[config.mk]
export PLATFORM = sky130hd
export DESIGN_NAME = cordic_dir_encoder
export DESIGN_NICKNAME = d
export VERILOG_FILES = /design/src/rtl/cordic_dir_encoder.sv
export SDC_FILE = /design/constraint.sdc
export NUM_CORES = 1
export LEC_CHECK = 0
export CAP_MARGIN = 20
export CORE_MARGIN = 1
export CORE_UTILIZATION = 40
export CTS_CLUSTER_SIZE = 20
export DETAILED_ROUTE_END_ITERATION = 10
export PLACE_DENSITY = 0.57
export SYNTH_ARGS = -nofsm -noshare
export SYNTH_HDL_FRONTEND = slang
export SYNTH_SLANG_ARGS = --single-unit
[constraint.sdc]
create_clock -name clk -period 7.99 [get_ports clk]
set_input_delay 0.799 -clock clk [delete_from_list [all_inputs] [get_ports clk]]
set_output_delay 0.799 -clock clk [all_outputs]
set_load 0.02 [all_outputs]
[src/rtl/cordic_dir_encoder.sv]
// cordic_dir_encoder
// Converts a signed Q2.13 angle (radians) into the 32-bit rotation-direction
// word consumed by CR_CORDIC. It runs an angle-accumulation CORDIC at one
// iteration per clock against a rounded arctangent table.
//
// Handshake: start is a one-cycle request and is sampled only while the block
// is idle; a start seen while busy is dropped, not queued. busy is high from
// the cycle after the request is accepted until the done cycle, inclusive.
// done is a one-cycle pulse. di_word, n_out, resid_out are valid from the
// done cycle and hold until the next done. range_err is captured when a
// request is accepted.
module cordic_dir_encoder #(
    parameter int ANG_W  = 16,
    parameter int RES_W  = 32,
    parameter int MAX_IT = 32
) (
    input  logic              clk,
    input  logic              rst,
    input  logic              start,
    input  logic [ANG_W-1:0]  theta_in,
    input  logic [7:0]        N,
    output logic [MAX_IT-1:0] di_word,
    output logic [7:0]        n_out,
    output logic [RES_W-1:0]  resid_out,
    output logic              range_err,
    output logic              busy,
    output logic              done,
    output logic [1:0]        dbg_state
);

    // FSM encoding
    localparam logic [1:0] S_IDLE = 2'd0;
    localparam logic [1:0] S_RUN  = 2'd1;
    localparam logic [1:0] S_DONE = 2'd2;

    // Counter must hold 0..MAX_IT inclusive; the bit index only 0..MAX_IT-1
    localparam int IT_W  = $clog2(MAX_IT + 1);
    localparam int IDX_W = $clog2(MAX_IT);
    // Q2.13 -> Q2.29 alignment shift
    localparam int ALIGN = RES_W - ANG_W;

    // pi/2 in Q2.13 (round(1.5707963 * 8192))
    localparam logic signed [ANG_W-1:0] HALF_PI_POS = ANG_W'(12868);
    localparam logic signed [ANG_W-1:0] HALF_PI_NEG = ANG_W'(-12868);

    logic [1:0]        r_state;
    logic [RES_W-1:0]  r_resid;
    logic [MAX_IT-1:0] r_shift;
    logic [IT_W-1:0]   r_iter;
    logic [IT_W-1:0]   r_nc;
    logic [MAX_IT-1:0] r_di_word;
    logic [7:0]        r_n_out;
    logic [RES_W-1:0]  r_resid_out;
    logic              r_range_err;

    logic [IT_W-1:0]         w_nc;
    logic signed [ANG_W-1:0] w_theta_s;
    logic                    w_out_of_range;
    logic [RES_W-1:0]        w_atan;
    logic                    w_dir;
    logic [RES_W-1:0]        w_resid_next;
    logic                    w_iter_done;
    logic [IDX_W-1:0]        w_bit_idx;

    // Requested iteration count clamped to the width of the direction word
    assign w_nc = (N > 8'(MAX_IT)) ? IT_W'(MAX_IT) : N[IT_W-1:0];

    // Angle magnitude beyond pi/2 is flagged but still processed
    assign w_theta_s      = theta_in;
    assign w_out_of_range = (w_theta_s > HALF_PI_POS) || (w_theta_s < HALF_PI_NEG);

    // Direction follows the residual sign: non-negative residual rotates positive
    assign w_dir        = ~r_resid[RES_W-1];
    assign w_resid_next = w_dir ? (r_resid - w_atan) : (r_resid + w_atan);
    assign w_iter_done  = (r_iter == r_nc);
    // d_i lands MSB-first so the first iteration is di_word[MAX_IT-1]
    assign w_bit_idx    = IDX_W'(MAX_IT - 1) - r_iter[IDX_W-1:0];

    // atan(2^-i) in Q2.29, rounded to nearest; entries 30 and 31 round to 0
    always_comb begin
        w_atan = '0;
        case (r_iter[IDX_W-1:0])
            5'd0:  w_atan = 32'd421657428;
            5'd1:  w_atan = 32'd248918915;
            5'd2:  w_atan = 32'd131521918;
            5'd3:  w_atan = 32'd66762579;
            5'd4:  w_atan = 32'd33510843;
            5'd5:  w_atan = 32'd16771758;
            5'd6:  w_atan = 32'd8387925;
            5'd7:  w_atan = 32'd4194219;
            5'd8:  w_atan = 32'd2097141;
            5'd9:  w_atan = 32'd1048575;
            5'd10: w_atan = 32'd524288;
            5'd11: w_atan = 32'd262144;
            5'd12: w_atan = 32'd131072;
            5'd13: w_atan = 32'd65536;
            5'd14: w_atan = 32'd32768;
            5'd15: w_atan = 32'd16384;
            5'd16: w_atan = 32'd8192;
            5'd17: w_atan = 32'd4096;
            5'd18: w_atan = 32'd2048;
            5'd19: w_atan = 32'd1024;
            5'd20: w_atan = 32'd512;
            5'd21: w_atan = 32'd256;
            5'd22: w_atan = 32'd128;
            5'd23: w_atan = 32'd64;
            5'd24: w_atan = 32'd32;
            5'd25: w_atan = 32'd16;
            5'd26: w_atan = 32'd8;
            5'd27: w_atan = 32'd4;
            5'd28: w_atan = 32'd2;
            5'd29: w_atan = 32'd1;
            5'd30: w_atan = 32'd0;
            5'd31: w_atan = 32'd0;
            default: w_atan = '0;
        endcase
    end

    // State sequencing: IDLE -> RUN (Nc iterations plus one exit cycle) -> DONE -> IDLE
    always_ff @(posedge clk or posedge rst) begin
        if (rst) begin
            r_state <= S_IDLE;
        end else begin
            case (r_state)
                S_IDLE:  if (start) r_state <= S_RUN;
                S_RUN:   if (w_iter_done) r_state <= S_DONE;
                S_DONE:  r_state <= S_IDLE;
                default: r_state <= S_IDLE;
            endcase
        end
    end

    // Iteration datapath: residual, iteration counter and the direction shift register
    always_ff @(posedge clk or posedge rst) begin
        if (rst) begin
            r_resid     <= '0;
            r_shift     <= '0;
            r_iter      <= '0;
            r_nc        <= '0;
            r_range_err <= 1'b0;
        end else begin
            if (r_state == S_IDLE) begin
                if (start) begin
                    // Sign extension then <<ALIGN keeps exactly the angle bits on top
                    r_resid     <= {theta_in, {ALIGN{1'b0}}};
                    r_shift     <= '0;
                    r_iter      <= '0;
                    r_nc        <= w_nc;
                    r_range_err <= w_out_of_range;
                end
            end else if (r_state == S_RUN) begin
                if (!w_iter_done) begin
                    r_resid            <= w_resid_next;
                    r_shift[w_bit_idx] <= w_dir;
                    r_iter             <= r_iter + IT_W'(1);
                end
            end
        end
    end

    // Result registers: updated only on the RUN exit so a partial word is never visible
    always_ff @(posedge clk or posedge rst) begin
        if (rst) begin
            r_di_word   <= '0;
            r_n_out     <= '0;
            r_resid_out <= '0;
        end else if ((r_state == S_RUN) && w_iter_done) begin
            r_di_word   <= r_shift;
            r_n_out     <= 8'(r_nc);
            r_resid_out <= r_resid;
        end
    end

    assign di_word   = r_di_word;
    assign n_out     = r_n_out;
    assign resid_out = r_resid_out;
    assign range_err = r_range_err;
    assign busy      = (r_state != S_IDLE);
    assign done      = (r_state == S_DONE);
    assign dbg_state = r_state;

endmodule

Yosys cells after proc, flatten, opt, wreduce, memory -nomap -nowiden
Memory sizes are Yosys's and may differ from the RTL's.
Cells that the tools add are included.
{ "classes": {"add_sub_neg": 4, "magnitude_cmp": 5, "n_eq_ne": 6, "mux": 20, "bitwise_logic": 1, "reduce_logical": 9} }
{ "op_table": {"columns": ["op", "count"], "rows": [
  ["$mux 32", 9],
  ["$add 32x32->32", 1],
  ["$bwmux 32", 1],
  ["$sub 32x32->32", 1],
  ["$mux 6", 5],
  ["$gt 16x15->1 const B", 1],
  ["$lt 16x15->1 const B", 1],
  ["$gt 8x6->1 const B", 1],
  ["$add 6x1->6 const B", 1],
  ["$eq 6x6->1", 1],
  ["$lt 5x6->1 const B", 1],
  ["$demux 1 s5", 1],
  ["$ge 5x1->1 const B", 1],
  ["$sub 5x5->5 const A", 1],
  ["$mux 2", 2],
  ["$ne 2x2->1 const B", 2],
  ["$pmux 2 s2", 1],
  ["$reduce_and 2->1", 2],
  ["$reduce_bool 2->1", 2],
  ["$reduce_and 3->1", 1],
  ["$eq 2x1->1 const B", 1],
  ["$eq 2x2->1 const B", 1],
  ["$logic_and 1x1->1", 2],
  ["$logic_not 2->1", 1],
  ["4 further kinds", 4]
]} }
{ "totals": {"reg_bits": 149, "romBits": 928, "output_inout_bits": 77, "memories": 1} }
{ "memory_table": {"columns": ["name", "words", "width", "read_ports", "rd_clocked_by_memory_dff", "wr", "line", "text"], "rows": [
  ["(no name shown)", 32, 29, 1, 0, 0, "82", "case (r_iter[IDX_W-1:0])"]
]} }

Longest topological paths before layout
Gate-level depths: netlist of the first run.
{ "logic_depth": {"word_depth": 9, "depth_mapped": 23, "mapped_depth_nobuf": 22} }

Worst setup path before layout of the first run
No wires, ideal clock.
{ "synth_path": {"path_kind": "register to register", "start": "register r_iter[0]", "end": "register r_resid[28]", "setup_ps": 78, "arrival_ps": 4446, "slack_ps": 3467, "stages_incl_launch_ff": 22, "path_buffers": 2, "period_less_slack_ps": 4523, "path_cell_list": "dfrtp_1 -> inv_2 -> ha_1 -> buf_2 -> mux2_4 -> a211oi_4 -> nand3_2 -> nor3_2 -> and3_1 -> buf_6 -> nand3b_4 -> and2_1 -> xor2_1 -> ha_1 -> a21o_1 -> a21oi_1 -> a31o_2 -> a31oi_1 -> a31oi_1 -> o31ai_2 -> mux2_2 -> a21oi_1"} }
{ "synth_via": {"elab_chain_len": 6, "elab_cells_between_ends": 10, "cone_classes": "add/sub (2); eq/ne (2); mux (4); reduce/logical (1); memory (1)"} }
{ "synth_lines": {"columns": ["item", "line", "text"], "rows": [
  ["start, declared", "49", "logic [IT_W-1:0] r_iter;"],
  ["start signal, assigned", "155", "r_iter <= r_iter + IT_W'(1);"],
  ["$mem_v2 32x29", null, null],
  ["$sub 32x32->32 or $add 32x32->32 (tied branches)", "74", "assign w_resid_next = w_dir ? (r_resid - w_atan) : (r_resid + w_atan);"],
  ["$mux 32", "74", null],
  ["$mux 32", "152", "if (!w_iter_done) begin"],
  ["$mux 32", "151", "end else if (r_state == S_RUN) begin"],
  ["$mux 32", "142", "if (r_state == S_IDLE) begin"],
  ["end signal, assigned", "145", "r_resid <= {theta_in, {ALIGN{1'b0}}};"],
  ["end signal, assigned", "153", "r_resid <= w_resid_next;"],
  ["end, declared", "47", "logic [RES_W-1:0] r_resid;"]
]} }
Several ways; a longest one is shown, not always the timed one. The select of a mux whose other input is x is not followed.
A chain may end at the register's enable or synchronous reset.

Worst setup path in the final report of the first run
{ "layout_path": {"start": "register r_iter[1]", "end": "register r_resid[28]"} }
Same word-level chain as after synthesis.

==> results of run 1 <==
cell families after synthesis:
kind of cell,Yosys count,synth area share
mux,72,0.0876
compound gates,307,0.207
fa+ha+maj,51,0.0692
flops,149,0.400
simple gates,253,0.137
buf+inv,85,0.0422
xor+xnor,61,0.0573
other cells,1,0.000402
per-layer routing:
layer / wire (um) / up-vias
met3: 967 / 36
li1: - / 3709
met4: 532 / 0
met1: 11900 / 3645
met5: 0 / -
met2: 10800 / 197
layout make-up:
cell class	instances	area, um^2	share of cell area
Inverter	24	95.1	0.00852
Multi-Input combinational cell	746	5220	0.468
Timing Repair Buffer	114	1120	0.100
Clock inverter	15	178	0.0159
Clock buffer	17	425	0.0381
Tap cell	313	392	0.0351
Sequential cell	149	3730	0.334
cells in the final DEF (no fill, tap or decap), types with 5 or more instances in the layout:
cell type	synthesis	layout
dfrtp_1	149	149
clkdlybuf4s50_1	0	101
a21oi_1	96	96
o21ai_0	87	86
nand2_1	74	73
mux2_2	69	69
nor2_1	58	57
ha_1	50	50
xnor2_1	38	38
nand3_1	27	27
xor2_1	23	23
nor3_1	21	21
inv_1	22	21
a21o_1	21	21
nor2b_1	19	19
clkbuf_16	0	17
a311oi_1	13	13
buf_4	2	12
o211ai_1	11	11
a31oi_1	11	11
and3_1	9	9
a22o_1	8	8
and2_1	6	6
o31ai_1	6	6
or3_1	6	6
nand2b_1	6	6
inv_6	0	6
nand4_1	5	5
o21a_1	5	5
o22ai_1	5	5
inv_8	0	5
registers in the layout, summed over array words and instances (netlist names):
name       flops
range_err      1
r_nc           6
resid_out     32
r_iter         6
r_shift       32
n_out          6
r_resid       32
dbg_state      2
di_word       32
through the flow:
stage | hold WS, ns | std cells | area, um^2 | worst slack (ns)
after floorplan | 0.462 | 980 | 9330 | 3.18
after global placement | 0.463 | 1345 | 10500 | 2.64
after detailed placement | 0.461 | 1345 | 10500 | 2.46
after CTS | 0.477 | 1377 | 11100 | 2.43
after global routing | 0.509 | 1378 | 11200 | 1.89
final | 0.474 | 1378 | 11200 | 2.42
path summary, 6_finish.rpt:
| kind | start | end | slack (ns) |
|---|---|---|---|
| worst max-delay path | r_iter[1]$_DFFE_PP0P_ | r_resid[28]$_DFFE_PP0P_ | 2.42 |
| worst min-delay path | resid_out[30]$_DFFE_PP0P_ | resid_out[30]$_DFFE_PP0P_ | 0.47 |
| worst max register to register | r_iter[1]$_DFFE_PP0P_ | r_resid[28]$_DFFE_PP0P_ | 2.42 |
| worst min register to register | resid_out[30]$_DFFE_PP0P_ | resid_out[30]$_DFFE_PP0P_ | 0.47 |
| max in group asynchronous | rst | resid_out[31]$_DFFE_PP0P_ | 5.70 |
| min in group asynchronous | rst | n_out[1]$_DFFE_PP0P_ | 0.87 |
synthesized netlist by cell type, drive strengths merged (13+ instances only):
library cell  instances  area [um^2]
clkbuf               39          146
xor2                 23          201
a21oi                97          489
inv                  24         90.1
ha                   50          626
nor2b                19          119
mux2                 71          807
a21o                 21          158
o21ai                91          455
nand2                74          278
buf                  22          158
dfrtp               149         3730
nor3                 23          125
xnor2                38          333
nand3                28          145
nor2                 59          224
a311oi               13          114
worst min-delay path: cells and delay by family (launching register included):
family	cells	cell delay, ns
AND/OR/NAND/NOR	2	0.11
flip-flops	1	0.34
==> flow_summary_export.csv, run 1 <==
group,metric,value,unit
yosys,synth-seq-area-share,0.400,
clock_network,cts_setup_buffers,0,
min_path,holdCritPathClass,"flop to flop",
place,dp.final_hpwl,16900,um
clock_network,cts_tree,"built",
grt,grt_pass1_wl,39900,um
drt,wl,24100,um
drt,wl_per_cell,17.5,um
yosys,syn_avg_cell_area,9.53,um^2
clock_network,cts_made_buffers,17,
place,globalplace.congestion,0.892,
worst_setup_path,cp_top_family,"compound AO/OA/AOI/OAI gates",
timing,maxSlewViolCount,0,
yosys,synth_ff_type,"dfrtp_1",
drt,drc,0,
drt,first_iter_violations,433,
yosys,synthesis.area,9330,um^2
worst_setup_path,critPathMaxStageDelay,0.72,ns
clock_network,insertion_delay,0.44,ns
floorplan,start_util,0.410,
layout,syn2layout_area_growth,19.6,%
grt,antenna_found_initial,0,
worst_setup_path,required,8.35,ns
layout,drive_above_1_share,0.131,
timing,period_share,0.697,
place,portBuffers,101,
worst_setup_path,start_kind,"flop",
grt,use_met1,0.296,
min_path,min_path_cells,2,
grt,met3_usage,0.0319,
clock_network,cts.path.max_buffers,2,
timing,fmax,180,MHz
timing,hold_violations,0,
floorplan,dieHeight,155,um
grt,grt_most_used_layer,"met2",
layout,fin_nets,1130,
worst_setup_path,cp_data_arrival_time,5.93,ns
clock_network,cts_hold_buf,0,
yosys,synth_edf_count,0,
drt,viasPerCell,5.51,
floorplan,ios,104,
clock_network,cts-root-buf,"clkbuf_16",
run_status,status,"finished, final reports clean",
yosys,yosys_warnings,0,
grt,grt_max_degree,79,
timing,fin_worst_skew,0.0133,ns
timing,setup_tns,0,ns
grt,grt.overflow.total,0,
yosys,ys_async_sr_fraction,1.00,
layout,antennaDiodeCount,0,
clock_network,clk_pin_slew,0.07,ns
clock_network,cts.htree.levels,4,
worst_setup_path,critPathKind,"flop to flop",
yosys,ys_types,75,
drt,ant_nets,0,
yosys,synth_cells,979,
drt,dr_total_vias,7587,
floorplan,coreArea,22800,um^2
worst_setup_path,path_cells,"inv_1 -> ha_1 -> and3_1 -> o21ai_0 -> o31ai_1 -> inv_1 -> ha_1 -> inv_1 -> nor2_1 -> nand3_1 -> nor3b_4 -> nor2_1 -> xor2_1 -> ha_1 -> a21oi_1 -> a31o_2 -> a31oi_1 -> a31oi_1 -> o31ai_2 -> mux2_2 -> a21oi_1",
drt,drt_first_pass_iters,7,
timing,setup_viol,0,
worst_setup_path,crit_buf_inv,3,
worst_setup_path,cp_slowest_cell,"dfrtp_1",
floorplan,die_area,23900,um^2
timing,finalCriticalPeriod,5.57,ns
worst_setup_path,cp_max_fo,18,
layout,nFillCells,2195,
timing,rsz0062_at_grt,"false",
clock_network,cts_sinks,149,
yosys,ys_ff_latch,149,
floorplan,core.rowCount,55,
grt,grt_pass1_vias,7355,
clock_network,cts_resized,0,
worst_setup_path,reg2regPathDepth,21,
layout,final_util,0.490,
grt,met2_usage,0.327,
timing,worst_pin_slew,1.19,ns
run,maxCapViolations,0,
floorplan,die_w,155,um
timing,slew_headroom,0.198,
grt,track_usage,0.211,
worst_setup_path,cp.depth,21,
worst_setup_path,cp-end-kind,"flop",
Power of run 1 is left out: the tool's default activity adds up to more than one toggle a clock period on the data nets, which glitch-free logic cannot reach.
==> inputs of run 2 (changes only) <==
==> constraint.sdc (replaced) <==
create_clock -name clk -period 5.5 [get_ports clk]
set_input_delay 0.55 -clock clk [delete_from_list [all_inputs] [get_ports clk]]
set_output_delay 0.55 -clock clk [all_outputs]
set_load 0.02 [all_outputs]
==> run 2 against run 1 <==
Effect of this change:
- final area rose by 1.4%
- utilization rose by 0.68 points
- global-route usage barely moved
- via count rose by 0.18%
- flip-flop and latch count did not move
- cell count rose by 1.0%
- wire length rose by 1.5%
- die area did not move
- clock skew fell by 0.0056 ns
- sequential share of layout area fell by 0.44 points
- worst hold slack improved by 0.0052 ns
- highest routed layer unchanged
==> flow_summary_export.csv, run 2 (same netlist as run 1, synthesis figures left out) <==
group,metric,value,unit
grt,antenna_found_initial,0,
drt,drt_first_pass_iters,5,
timing,setup_viol,0,
floorplan,core.rowCount,55,
worst_setup_path,critPathMaxStageDelay,0.45,ns
floorplan,die_w,155,um
clock_network,cts_sinks,149,
layout,multi_input_area,5260,um^2
min_path,holdCritPathClass,"flop to flop",
drt,wl_met1,11900,um
drt,dr_wl_met3,899,um
place,dp.final_hpwl,17400,um
clock_network,cts_tree,"built",
layout,nFillCells,2123,
worst_setup_path,start_kind,"flop",
worst_setup_path,critPathKind,"flop to flop",
run_status,status,"finished, final reports clean",
drt,dr_total_vias,7601,
worst_setup_path,required,5.85,ns
timing,whs,0.480,ns
clock_network,cts.htree.levels,4,
grt,track_usage,0.211,
timing,slew_headroom,0.292,
layout,layoutNonFillerInstCount,1392,
worst_setup_path,crit_buf_inv,3,
grt,grt.overflow.total,0,
layout,drive_above_1_share,0.146,
clock_network,cts-root-buf,"clkbuf_16",
layout,fin_nets,1144,
drt,first_iter_violations,426,
floorplan,coreArea,22800,um^2
timing,maxSlewViolCount,0,
place,placed_cells,1360,
worst_setup_path,path_cells,"inv_2 -> ha_2 -> or2_1 -> o21ai_0 -> a22o_1 -> inv_1 -> ha_1 -> inv_1 -> nor2_1 -> nand3_1 -> nor4b_1 -> nor2_1 -> xor2_1 -> ha_1 -> o211ai_1 -> a31o_2 -> a31oi_1 -> a31oi_1 -> o31ai_4 -> mux2_2 -> a21oi_1",
clock_network,insertion_delay,0.43,ns
worst_setup_path,cp-end-kind,"flop",
drt,met2_length,11300,um
clock_network,cts_setup_buffers,0,
drt,viasPerCell,5.46,
worst_setup_path,cp_slowest_cell,"dfrtp_1",
worst_setup_path,cp_top_family,"compound AO/OA/AOI/OAI gates",
floorplan,die_area,23900,um^2
layout,antennaDiodeCount,0,
drt,ant_nets,0,
timing,worst_pin_slew,1.05,ns
layout,final_common_cell,"dfrtp_1",
drt,dr.max_layer_used,"met4",
drt,wl,24500,um
floorplan,dieHeight,155,um
timing,hold_violations,0,
floorplan,ios,104,
floorplan,start_util,0.410,
clock_network,clk_pin_slew,0.07,ns
clock_network,cts.path.max_buffers,2,
layout,regArea,3730,um^2
layout,final_cell_mix,"148 x dfrtp_1, 101 x clkdlybuf4s50_1, 96 x a21oi_1",
clock_network,cts_made_buffers,17,
timing,finalCriticalPeriod,5.05,ns
layout,syn2layout_area_growth,21.3,%
grt,grt_max_degree,74,
timing,period_share,0.918,
timing,fin_worst_skew,0.00767,ns
worst_setup_path,cp_data_arrival_time,5.40,ns
run,maxCapViolations,0,
worst_setup_path,cp_max_fo,10,
grt,grt_pass1_vias,7323,
place,portBuffers,101,
drt,drc,0,
place,globalplace.congestion,0.878,
grt,grt_pass1_wl,40000,um
drt,wl_per_cell,17.6,um
timing,fmax,198,MHz
## run 2: cell count changes in the layout (fill, tap and decap cells not counted), moves of 2 or more
cell and delta:
buf_4 +15, clkinvlp_4 -2, clkinv_4 +2, ha_4 +2
ha_1 -3
## run 2: metal layers
layer / vias to the layer above / track usage
met1: 3668 / 0.301
met2: 183 / 0.331
li1: 3726 / -
met4: 0 / 0.0608
met5: - / 0
met3: 24 / 0.0328
## run 2: stage by stage
stage	setup slack (ns)	cell area [um^2]	setup TNS, ns	utilization
3_3_place_gp	0.461	10700	0	0.468
4_1_cts	0.263	11300	0	0.495
6_report	0.453	11300	0	0.497
3_5_place_dp	0.258	10700	0	0.468
2_1_floorplan	0.942	9330	0	-
5_1_grt	-0.00504	11300	-0.00504	0.497
## run 2: area by class of cell
class,count,area share
timing repair buffer,128,0.107
inverter,24,0.00841
tap,313,0.0346
multi-input combinational,746,0.465
sequential,149,0.330
clock buffer,18,0.0388
clock inverter,14,0.0161
## run 2: worst paths after layout
check,from,endpoint,slack [ns],cells past startpoint
max in group asynchronous,rst,resid_out[31]$_DFFE_PP0P_,3.93,3
setup reg to reg,r_iter[0]$_DFFE_PP0P_,r_resid[28]$_DFFE_PP0P_,0.45,21
hold reg to reg,resid_out[30]$_DFFE_PP0P_,resid_out[30]$_DFFE_PP0P_,0.48,2
min in group asynchronous,rst,n_out[0]$_DFFE_PP0P_,0.53,2
setup / recovery,r_iter[0]$_DFFE_PP0P_,r_resid[28]$_DFFE_PP0P_,0.45,21
hold / removal,resid_out[30]$_DFFE_PP0P_,resid_out[30]$_DFFE_PP0P_,0.48,2
## run 2: worst register-to-register path: stages (launching register included)
cell	delay [ns]
dfrtp_1	0.45
inv_2	0.20
ha_2	0.33
or2_1	0.18
o21ai_0	0.09
a22o_1	0.22
inv_1	0.08
ha_1	0.17
inv_1	0.04
nor2_1	0.20
nand3_1	0.27
nor4b_1	0.37
nor2_1	0.08
xor2_1	0.16
ha_1	0.37
o211ai_1	0.15
a31o_2	0.22
a31oi_1	0.25
a31oi_1	0.26
o31ai_4	0.37
mux2_2	0.38
a21oi_1	0.14
## run 2: repair_timing
item                                    4_1_cts  5_1_grt
gates resized for setup                       0        7
hold buffers                                  0        0
endpoints found under the setup margin        0        3
Power of run 2 is left out for the same reason.
